--- src/rtl/digital_tube_ctrl.sv ---
// Bus-mapped 8-digit seven-segment controller: two 4-digit groups share one scan index.
// Optional leading-zero blanking is enabled by defining DIGITAL_TUBE_LZB_EN.
module digital_tube_ctrl #(
  parameter int unsigned SCAN_DIV  = 50000,
  parameter logic [31:0] DATA_ADDR = 32'h7f50,
  parameter logic [31:0] CTRL_ADDR = 32'h7f54
) (
  input  logic        clk,
  input  logic        reset,
  input  logic [31:0] Addr,
  input  logic        WE,
  input  logic [3:0]  byteen,
  input  logic [31:0] WD,
  output logic [31:0] DTout,
  output logic [7:0]  seg0,
  output logic [3:0]  sel0,
  output logic [7:0]  seg1,
  output logic [3:0]  sel1
);

  localparam logic [19:0] CNT_MAX = 20'(SCAN_DIV - 1);

  logic [31:0] data_q, data_d;
  logic        en_q, en_d;
  logic [7:0]  dpm_q, dpm_d;
  logic [19:0] cnt_q, cnt_d;
  logic [1:0]  idx_q, idx_d;
  logic [7:0]  seg0_q, seg0_d, seg1_q, seg1_d;
  logic [3:0]  sel_q, sel_d;
  logic [7:0]  blank;

  function automatic logic [6:0] hex7(input logic [3:0] n);
    case (n)
      4'h0: hex7 = 7'h3F;
      4'h1: hex7 = 7'h06;
      4'h2: hex7 = 7'h5B;
      4'h3: hex7 = 7'h4F;
      4'h4: hex7 = 7'h66;
      4'h5: hex7 = 7'h6D;
      4'h6: hex7 = 7'h7D;
      4'h7: hex7 = 7'h07;
      4'h8: hex7 = 7'h7F;
      4'h9: hex7 = 7'h6F;
      4'hA: hex7 = 7'h77;
      4'hB: hex7 = 7'h7C;
      4'hC: hex7 = 7'h39;
      4'hD: hex7 = 7'h5E;
      4'hE: hex7 = 7'h79;
      default: hex7 = 7'h71;
    endcase
  endfunction

  always_comb begin
    data_d = data_q;
    en_d   = en_q;
    dpm_d  = dpm_q;
    if (WE && Addr == DATA_ADDR) begin
      for (int unsigned n = 0; n < 4; n++)
        if (byteen[n]) data_d[8*n +: 8] = WD[8*n +: 8];
    end
    if (WE && Addr == CTRL_ADDR) begin
      if (byteen[0]) en_d  = WD[0];
      if (byteen[1]) dpm_d = WD[15:8];
    end
  end

  always_comb begin
    cnt_d = cnt_q + 20'd1;
    idx_d = idx_q;
    if (cnt_q == CNT_MAX) begin
      cnt_d = '0;
      idx_d = idx_q + 2'd1;
    end
  end

`ifdef DIGITAL_TUBE_LZB_EN
  // Running AND from the top nibble down: digit i is blank when nibbles 7..i are all zero.
  always_comb begin
    logic z;
    blank = '0;
    z     = 1'b1;
    for (int unsigned i = 7; i >= 1; i--) begin
      z        = z & (data_q[4*i +: 4] == 4'h0);
      blank[i] = z;
    end
  end
`else
  assign blank = '0;
`endif

  always_comb begin
    logic [3:0] nib0, nib1;
    logic [6:0] gl0, gl1;
    nib0   = data_q[4*idx_q +: 4];
    nib1   = data_q[16 + 4*idx_q +: 4];
    gl0    = blank[{1'b0, idx_q}] ? 7'h00 : hex7(nib0);
    gl1    = blank[{1'b1, idx_q}] ? 7'h00 : hex7(nib1);
    seg0_d = ~{dpm_q[{1'b0, idx_q}], gl0};
    seg1_d = ~{dpm_q[{1'b1, idx_q}], gl1};
    sel_d  = 4'b0001 << idx_q;
    if (!en_q) begin
      seg0_d = '1;
      seg1_d = '1;
      sel_d  = '0;
    end
  end

  always_ff @(posedge clk or negedge reset) begin
    if (!reset) begin
      data_q <= '0;
      en_q   <= 1'b1;
      dpm_q  <= '0;
      cnt_q  <= '0;
      idx_q  <= '0;
      seg0_q <= '1;
      seg1_q <= '1;
      sel_q  <= '0;
    end else begin
      data_q <= data_d;
      en_q   <= en_d;
      dpm_q  <= dpm_d;
      cnt_q  <= cnt_d;
      idx_q  <= idx_d;
      seg0_q <= seg0_d;
      seg1_q <= seg1_d;
      sel_q  <= sel_d;
    end
  end

  always_comb begin
    DTout = '0;
    if (Addr == DATA_ADDR)      DTout = data_q;
    else if (Addr == CTRL_ADDR) DTout = {16'h0000, dpm_q, 7'h00, en_q};
  end

  assign seg0 = seg0_q;
  assign seg1 = seg1_q;
  assign sel0 = sel_q;
  assign sel1 = sel_q;

endmodule

--- config.mk ---
export PLATFORM = sky130hd
export DESIGN_NAME = digital_tube_ctrl
export DESIGN_NICKNAME = d
export VERILOG_FILES = /design/src/rtl/digital_tube_ctrl.sv
export SDC_FILE = /design/constraint.sdc
export NUM_CORES = 1
export LEC_CHECK = 0
export ABC_CLOCK_PERIOD_IN_PS = 2300
export BUFFER_PORTS_ARGS = -buffer_cell sky130_fd_sc_hd__buf_2
export CAP_MARGIN = 20
export CORE_AREA = 8 8 142 78
export DETAILED_ROUTE_END_ITERATION = 12
export DIE_AREA = 0 0 150 86
export PLACE_DENSITY = 0.79
export SLEW_MARGIN = 20
export SYNTH_ARGS = -nofsm -noshare
export SYNTH_HDL_FRONTEND = slang
export SYNTH_SLANG_ARGS = --single-unit
--- constraint.sdc ---
create_clock -name clk -period 2.3 [get_ports clk]
set_input_delay 0.46 -clock clk [delete_from_list [all_inputs] [get_ports clk]]
set_output_delay 0.46 -clock clk [all_outputs]
set_load 0.02 [all_outputs]
* After elaboration in Yosys (flattened, before gate mapping)
Memories as Yosys holds them, arrays and structs flattened. Index checks and enable logic that the tools add are counted.
Word-level totals: bits in read-only memories 224, register bits 83, bits in latches 0, bits in writable memories 0, memories kept 2, output and inout bits 56, bits of input ports 71
Cells by class: eq/ne operators 3, shifts and indexed selects 3, bitwise gates (word level) 2, add/subtract/negate cells 3, $mul 0, mux-type cells 15, reduce and logical (&&, ||, !) cells 8, div/mod/pow operators 0, magnitude comparators 2
Memories:
- (name not given) | depth 16, width 7, rd ports 1, clocked after Yosys merged registers in 0, write ports 0, line 33 | case (n)
- (name not given) | depth 16, width 7, rd ports 1, clocked after Yosys merged registers in 0, write ports 0, line 33
Operator list (count):
- 32-bit by 15-bit == test with 1-bit output (second input constant) | 2
- 32-bit two-way mux | 1
- 32-bit by 5-bit variable part select with 4-bit output | 1
- 32-bit by 7-bit variable part select with 4-bit output | 1
- 20-bit by 1-bit adder with 20-bit output (second input constant) | 1
- 20-bit by 16-bit == test with 1-bit output (second input constant) | 1
- 20-bit two-way mux | 1
- 16-bit two-way mux | 1
- 8-bit two-way mux | 2
- 8-bit NOT | 2
- 7-bit two-way mux | 2
- 2-bit AND reduction | 6
- 5-bit by 4-bit adder with 6-bit output (first input constant) | 1
- 1-bit binary-select mux with 2-bit select | 3
- 2-bit by 4-bit < comparator with 1-bit output (second input constant) | 1
- 3-bit by 4-bit < comparator with 1-bit output (second input constant) | 1
- 1-bit two-way mux | 4
- 4-bit two-way mux | 1
- 1-bit by 2-bit << shifter with 4-bit output (first input constant) | 1
- 2-bit by 1-bit adder with 2-bit output (second input constant) | 1
- 1-bit logical AND | 2

* Logic depth before layout (Yosys ltp)
Gate-level depths: netlist (run 1). An unclocked memory read counts as a cell.
depth after elaboration 6, mapped depth 7

* Worst setup path before layout (run 1)
OpenSTA, ideal clock, no wires.
kind input to output, start in Addr[1], end out DTout[16], arrival 1854 ps, stages on the path 5, setup slack -14 ps, buffers on the path 1, cell sequence nor4b_4 > nand4_4 > nor3_1 > clkbuf_1 > and2_1
On the way: longest elaborated chain between the ends 2
Ends and longest elaborated chain:
- start, declared | line 10 | input logic [31:0] Addr,
- 32-bit by 15-bit == test with 1-bit output | line 132 | if (Addr == DATA_ADDR) DTout = data_q;
- 32-bit two-way mux | line 132
- end, declared | line 14 | output logic [31:0] DTout,
Every way passes these cells.

* Worst setup path after layout (run 1)
start in Addr[1], end out DTout[31]
The elaborated chain is that of the path after synthesis.

==> results of run 1 <==
==> cells in the final DEF, fill, tap and decap left out, types with 11 or more instances in the layout <==
| cell type | netlist | routed |
|---|---|---|
| a21oi_1 | 11 | 11 |
| nand3_1 | 17 | 17 |
| and2_1 | 29 | 28 |
| dfstp_2 | 17 | 17 |
| buf_4 | 4 | 17 |
| buf_2 | 3 | 119 |
| mux2_4 | 40 | 40 |
| nor2_1 | 25 | 25 |
| nand2_1 | 17 | 17 |
| dfrtp_1 | 66 | 65 |
| ha_1 | 17 | 17 |
| mux2i_1 | 11 | 11 |
==> Yosys cell counts, types with 2 or more instances <==
library cell / instances / area, sq um
nand3b_1: 2 / 15.01
clkbuf_1: 8 / 30.03
xor2_1: 7 / 61.31
nor4_4: 3 / 63.81
buf_1: 2 / 7.510
xnor2_1: 9 / 78.83
o311ai_1: 4 / 35.03
mux2_4: 40 / 600.6
nand2_1: 17 / 63.81
buf_4: 4 / 30.03
nor3_1: 5 / 25.02
o211ai_1: 8 / 60.06
mux4_2: 10 / 225.2
inv_1: 9 / 33.78
buf_2: 3 / 15.01
and2_1: 29 / 181.4
nand3_1: 17 / 85.08
dfrtp_1: 66 / 1652
dfstp_2: 17 / 446.7
nand4_1: 3 / 18.77
and3_1: 2 / 12.51
ha_1: 17 / 212.7
nor2_1: 25 / 93.84
mux2i_1: 11 / 110.1
nor2b_1: 9 / 56.30
nand2b_1: 2 / 12.51
o211a_1: 2 / 20.02
o21ai_1: 3 / 15.01
a211oi_1: 2 / 15.01
nor4_1: 4 / 25.02
a21o_1: 3 / 22.52
nor3_4: 5 / 81.33
nand4_4: 2 / 42.54
a21oi_1: 11 / 55.05
mux2_1: 2 / 22.52
and4b_1: 2 / 20.02
nor4b_1: 2 / 17.52
==> final cells by class <==
cell class | instances | area [sq um]
Clock buffer | 14 | 264.0
Clock inverter | 2 | 10.01
Fill cell | 710 | 3231
Inverter | 9 | 33.78
Multi-Input combinational cell | 263 | 2427
Sequential cell | 83 | 2100
Tap cell | 121 | 151.4
Timing Repair Buffer | 143 | 854.6
==> stage by stage <==
stage | hold WS (ns) | instances
3_3_place_gp | 0.4500 | 619
5_1_grt | 0.1637 | 635
4_1_cts | 0.1669 | 635
3_5_place_dp | 0.4624 | 619
2_1_floorplan | 0.1644 | 372
6_report | 0.1511 | 635
==> worst max path at each step <==
stage                endpoint  slack, ns
floorplan            DTout[0]       0.05
global placement     DTout[2]        0.1
detailed placement  DTout[18]      0.008
CTS                 DTout[18]      0.008
global route        DTout[29]      -0.04
finish              DTout[31]       0.06
==> sequential cells by signal (all words and copies together) (netlist names) <==
register	count
data_q	32
cnt_q	20
dpm_q	8
seg0	8
seg1	8
sel0	4
idx_q	2
en_q	1
==> cell families after synthesis <==
group,share of synthesized area [%]
adders and majority gates,4.598
buffers and inverters,2.516
DFF,45.36
and+or+nand+nor,18.72
AOI/OAI and AO/OA,4.814
muxes,20.96
xor gates and xnor gates,3.030
==> worst reg2reg max path, cell delays in order, from the launching register on <==
cell	delay [ns]
dfrtp_1	0.37
buf_12	0.17
mux4_2	0.63
inv_1	0.15
ha_1	0.24
nor2b_1	0.23
a21oi_1	0.06
o211ai_1	0.17
==> power by group through the flow <==
| stage | registers (mW) | clock network [mW] | logic, mW |
|---|---|---|---|
| after floorplan | 1.49 | 0 | 0.0220 |
| after global placement | 1.49 | 0 | 0.127 |
| after detailed placement | 1.49 | 0 | 0.131 |
| after CTS | 1.46 | 1.36 | 0.131 |
| after global routing | 1.46 | 1.42 | 0.141 |
| final | 1.46 | 1.33 | 0.128 |
==> routing by layer <==
metal | GRT usage (%) | vias up
met3 | 7.668 | 10
met1 | 24.23 | 1663
li1 | - | 1590
met4 | 6.486 | 0
met5 | 0 | -
met2 | 28.58 | 154
==> flow_metrics.py, run 1 <==
metrics = {
    "timing": {
        "period_needed_ns": 2.236,
        "fin_crit_sh_pct": 97.23,
        "final-max-slew-violation-count": 0,
        "worst_slew_pin_slew_ns": 0.6159,
        "rsz0062_at_grt": "yes",
        "tns_ns": 0,
        "finalSetupViolCount": 0,
        "layout_setup_ws_ns": 0.06377,
        "slew_headroom_pct": 58.56,
        "hold_violations": 0,
        "finClkSkew_ns": 0.005924,
        "timing.fmax_mhz": 447.2,
    },
    "clock_network": {
        "worst_skew_pair.late_latency_ns": 0.34,
        "clkTransAtPathRegs_ns": 0.06,
        "cts_sinks": 83,
        "h-tree-depth": 3,
        "hold_buffers": 0,
        "cts_resized": 0,
        "post_cts_buffers": 0,
        "clockBufferDepth": 2,
        "cts_root_buf": "clkbuf_16",
        "cts_tree": "built",
        "cts_buffers": 9,
    },
    "yosys": {
        "ys_ff_latch": 83,
        "synthFlopType": "dfrtp_1",
        "netlist_area_sq_mm": 0.004626,
        "async_flop_share_pct": 100.0,
        "synth_cells": 372,
        "yosys_warnings": 0,
        "synth_edf_count": 0,
        "syn_nets": 460,
        "seq_area_frac_synth_pct": 45.36,
        "synth_area_per_cell_sq_um": 12.43,
        "synth_cell_types": 42,
    },
    "placement": {
        "placed_cell_area_sq_mm": 0.005535,
        "numPortBuffers": 126,
        "hpwl_um": 8961,
        "place_ws_ns": 0.008045,
        "place_congestion": 0.8573,
    },
    "worst_setup_path": {
        "path_class": "in -> out",
        "cp-startpoint": "Addr[1]",
        "worst-path-buf-inv": 3,
        "cp_slowest_cell": "nor4b_4",
        "reg2reg_from": "idx_q[0]$_DFFE_PN0N_",
        "r2r_slack_ns": 0.22,
        "crit_required_ns": 1.84,
        "cp-start-kind": "input pin",
        "cp-end-kind": "primary output",
        "critPathArrivalTime_ns": 1.78,
        "crit_fanout": 10,
        "r2r_cells": 7,
        "cp_slowest_stage_delay_ns": 0.32,
        "cpMostUsedCell": "buf_2",
        "regToRegEndpoint": "seg0[0]$_DFF_PN1_",
        "crit_path_cell_trace": "buf_2 -> nor4b_4 -> nand4_4 -> nor3_4 -> buf_4 -> and2_1 -> buf_2",
        "cp.depth": 7,
        "path_delay_family": "simple AND/OR/NAND/NOR gates",
    },
    "power_and_ir_drop": {
        "seqPwrFrac_pct": 50.1,
        "power_mw": 2.917,
        "p_comb_share_pct": 4.4,
        "sw_frac_of_total_pct": 20.87,
        "power_density_mw_per_mm2": 499.4,
        "power_frac_clock_pct": 45.5,
        "vdd_ir_drop_max_v": 0.0004447,
        "p_leak_nw": 2.809,
        "power.internal_mw": 2.308,
        "power.net_switching_mw": 0.6088,
    },
    "grt": {
        "grt_pass1_vias": 3645,
        "grt_pass1_wl_um": 18910,
        "grt_usage_pct": 18.96,
        "grt_max_degree": 84,
        "grt_antenna_before_repair": 0,
        "grt_overflow": 0,
    },
    "detailed_routing": {
        "antenna_left": 0,
        "met1Wirelength_um": 5196,
        "drc_errors": 0,
        "vias_per_cell": 5.381,
        "wl_met3_um": 1155,
        "top_layer": "met4",
        "dr_wl_met2_um": 5302,
        "wirelength_um": 11800,
        "wl_per_cell_um": 18.58,
        "first_pass_iters": 5,
        "vias": 3417,
        "drt_iter0_markers": 164,
    },
    "finish": {
        "final_util_pct": 64.39,
        "nNetsFinal": 597,
        "final_cell_area_sq_mm": 0.005841,
        "area_growth_syn_to_layout_pct": 26.26,
        "drive_gt1_share_pct": 46.50,
        "diodes": 0,
    },
    "die": {
        "pin_count": 127,
        "core_area_sq_mm": 0.009071,
        "die_area_sq_mm": 0.01290,
        "start_util_pct": 50.99,
        "die_w_um": 150,
        "chipHeight_um": 86,
        "rows": 25,
    },
    "hold_path": {
        "hp-class": "in -> async",
    },
    "run_status": {
        "status": "finished, final reports clean",
    },
    "run": {
        "maxCapViolations": 0,
    },
}
Note: power is estimated with default switching activity, not from simulation.
==> run 2: changes to the inputs <==
Settings changed: CORE_AREA 8 8 142 78 to 10 10 144 80, DIE_AREA 0 0 150 86 to 0 0 154 90.
==> run 2 against run 1 <==
Effect of this change: sequential cell count did not move; first-iteration DRC count rose by 6.1%; highest routed layer unchanged; worst hold slack got worse by 0.037 ns; via count rose by 1.5%; non-clock buffer count did not move; cell count did not move; routed wire length rose by 5.0%; count of clock-buffer cells in the layout did not move; sequential power barely moved; core utilization rose by 0.081 points; register-to-register slack got worse by 0.04 ns.
==> flow_metrics.py, run 2 (synthesized netlist as in run 1, its figures left out) <==
metrics = {
    "run_status": {
        "status": "finished, final reports clean",
    },
    "timing": {
        "fin_crit_sh_pct": 96.89,
        "finalSetupViolCount": 0,
        "worst_slew_pin_slew_ns": 0.6068,
        "finClkSkew_ns": 0.004648,
        "slew_headroom_pct": 59.18,
        "hold_violations": 0,
        "rsz0062_at_grt": "yes",
        "timing.fmax_mhz": 448.7,
        "tns_ns": 0,
        "final-max-slew-violation-count": 0,
        "fin_hold_ws_ns": 0.1137,
        "layout_setup_ws_ns": 0.07153,
        "period_needed_ns": 2.228,
    },
    "finish": {
        "largest_reg_flops": 32,
        "largest-register": "data_q",
        "nNetsFinal": 597,
        "final_cell_area_sq_mm": 0.005868,
        "final_common_cell": "buf_2",
        "final_cell_mix": "buf_2 (120), dfrtp_1 (65), mux2_4 (40), and2_1 (28), nor2_1 (25)",
        "reg.largest.list": "data_q (32), cnt_q (20)",
        "area_growth_syn_to_layout_pct": 26.86,
        "drive_gt1_share_pct": 46.50,
        "diodes": 0,
    },
    "worst_setup_path": {
        "crit_fanout": 16,
        "cp-start-kind": "input pin",
        "cp-end-kind": "primary output",
        "critPathArrivalTime_ns": 1.77,
        "path_class": "in -> out",
        "crit_required_ns": 1.84,
    },
    "detailed_routing": {
        "first_pass_iters": 4,
        "wirelength_um": 12380,
        "vias": 3469,
        "vias_per_cell": 5.463,
        "antenna_left": 0,
        "wl_per_cell_um": 19.50,
        "drc_errors": 0,
        "drt_iter0_markers": 174,
    },
    "power_and_ir_drop": {
        "p_leak_nw": 2.818,
        "power_mw": 2.937,
        "power_density_mw_per_mm2": 500.5,
        "vdd_ir_drop_max_v": 0.0003915,
    },
    "die": {
        "die_area_sq_mm": 0.01386,
        "core_area_sq_mm": 0.009102,
        "rows": 25,
        "pin_count": 127,
        "chipHeight_um": 90,
        "start_util_pct": 50.82,
        "die_w_um": 154,
    },
    "placement": {
        "placed_cell_area_sq_mm": 0.005560,
        "numPortBuffers": 126,
        "place_ws_ns": -0.008486,
        "hpwl_um": 9727,
        "place_congestion": 0.9305,
    },
    "hold_path": {
        "hp-class": "in -> async",
    },
    "grt": {
        "grt_overflow": 0,
        "grt_pass1_vias": 3797,
        "grt_max_degree": 44,
        "grt_pass1_wl_um": 20070,
        "grt_usage_pct": 17.75,
        "grt_antenna_before_repair": 0,
    },
    "clock_network": {
        "cts_sinks": 83,
        "cts_tree": "built",
        "h-tree-depth": 3,
        "clockBufferDepth": 2,
        "worst_skew_pair.late_latency_ns": 0.33,
        "post_cts_buffers": 0,
        "hold_buffers": 0,
        "cts_buffers": 9,
        "cts_root_buf": "clkbuf_16",
        "clkTransAtPathRegs_ns": 0.05,
    },
    "run": {
        "maxCapViolations": 0,
    },
}
run 2: critical path, stage by stage:
cell     delay (ns)
buf_2          0.12
nor4b_4        0.31
nand4_4        0.15
nor3_4         0.24
buf_12         0.18
and2_1         0.13
buf_2          0.16
run 2: path summary, 6_finish.rpt:
path / startpoint / end / slack, ns / depth (start not counted)
worst max-delay path: Addr[1] / DTout[16] / 0.07 / 7
worst min-delay path: reset / sel0[2]$_DFF_PN0_ / 0.11 / 1
worst max register to register: idx_q[0]$_DFFE_PN0N_ / seg1[0]$_DFF_PN1_ / 0.18 / 7
worst min register to register: cnt_q[0]$_DFF_PN0_ / cnt_q[0]$_DFF_PN0_ / 0.46 / 1
max in group asynchronous: reset / data_q[25]$_DFFE_PN0P_ / 1.58 / 2
min in group clk: WD[18] / data_q[18]$_DFFE_PN0P_ / 0.35 / 2
run 2: what timing repair did:
action                                 CTS  global route
endpoints found under the hold margin    0             0
resized for setup                        1             8
setup endpoints to repair                1            13
cloned                                   0             0
run 2: where the power goes:
part           switching [mW]  internal (mW)  total, mW
combinational          0.0704         0.0586      0.129
sequential      0.00000000406           1.46       1.46
clock                   0.531          0.815       1.35
total                   0.602           2.34       2.94
run 2: stage by stage:
step           std cells  util, %
2_1_floorplan        372        -
3_3_place_gp         619    61.09
3_5_place_dp         619    61.09
4_1_cts              635    64.26
5_1_grt              635    64.47
6_report             635    64.47
run 2: cell type report:
cell class	instances	area (sq um)
fill	701	3234
multi-input combinational	263	2427
sequential	83	2100
timing repair buffer	143	873.3
clock buffer	14	274.0
tap	121	151.4
inverter	9	33.78
clock inverter	2	8.758
run 2: per-layer routing:
metal	vias to the layer above	track usage, %	wire length (um)	share of wire, %
li1	1597	-	-	-
met3	18	7.798	1237	10
met2	157	26.52	5550	45
met5	-	0	0	0
met1	1697	22.51	5411	44
met4	0	5.634	180	1.5
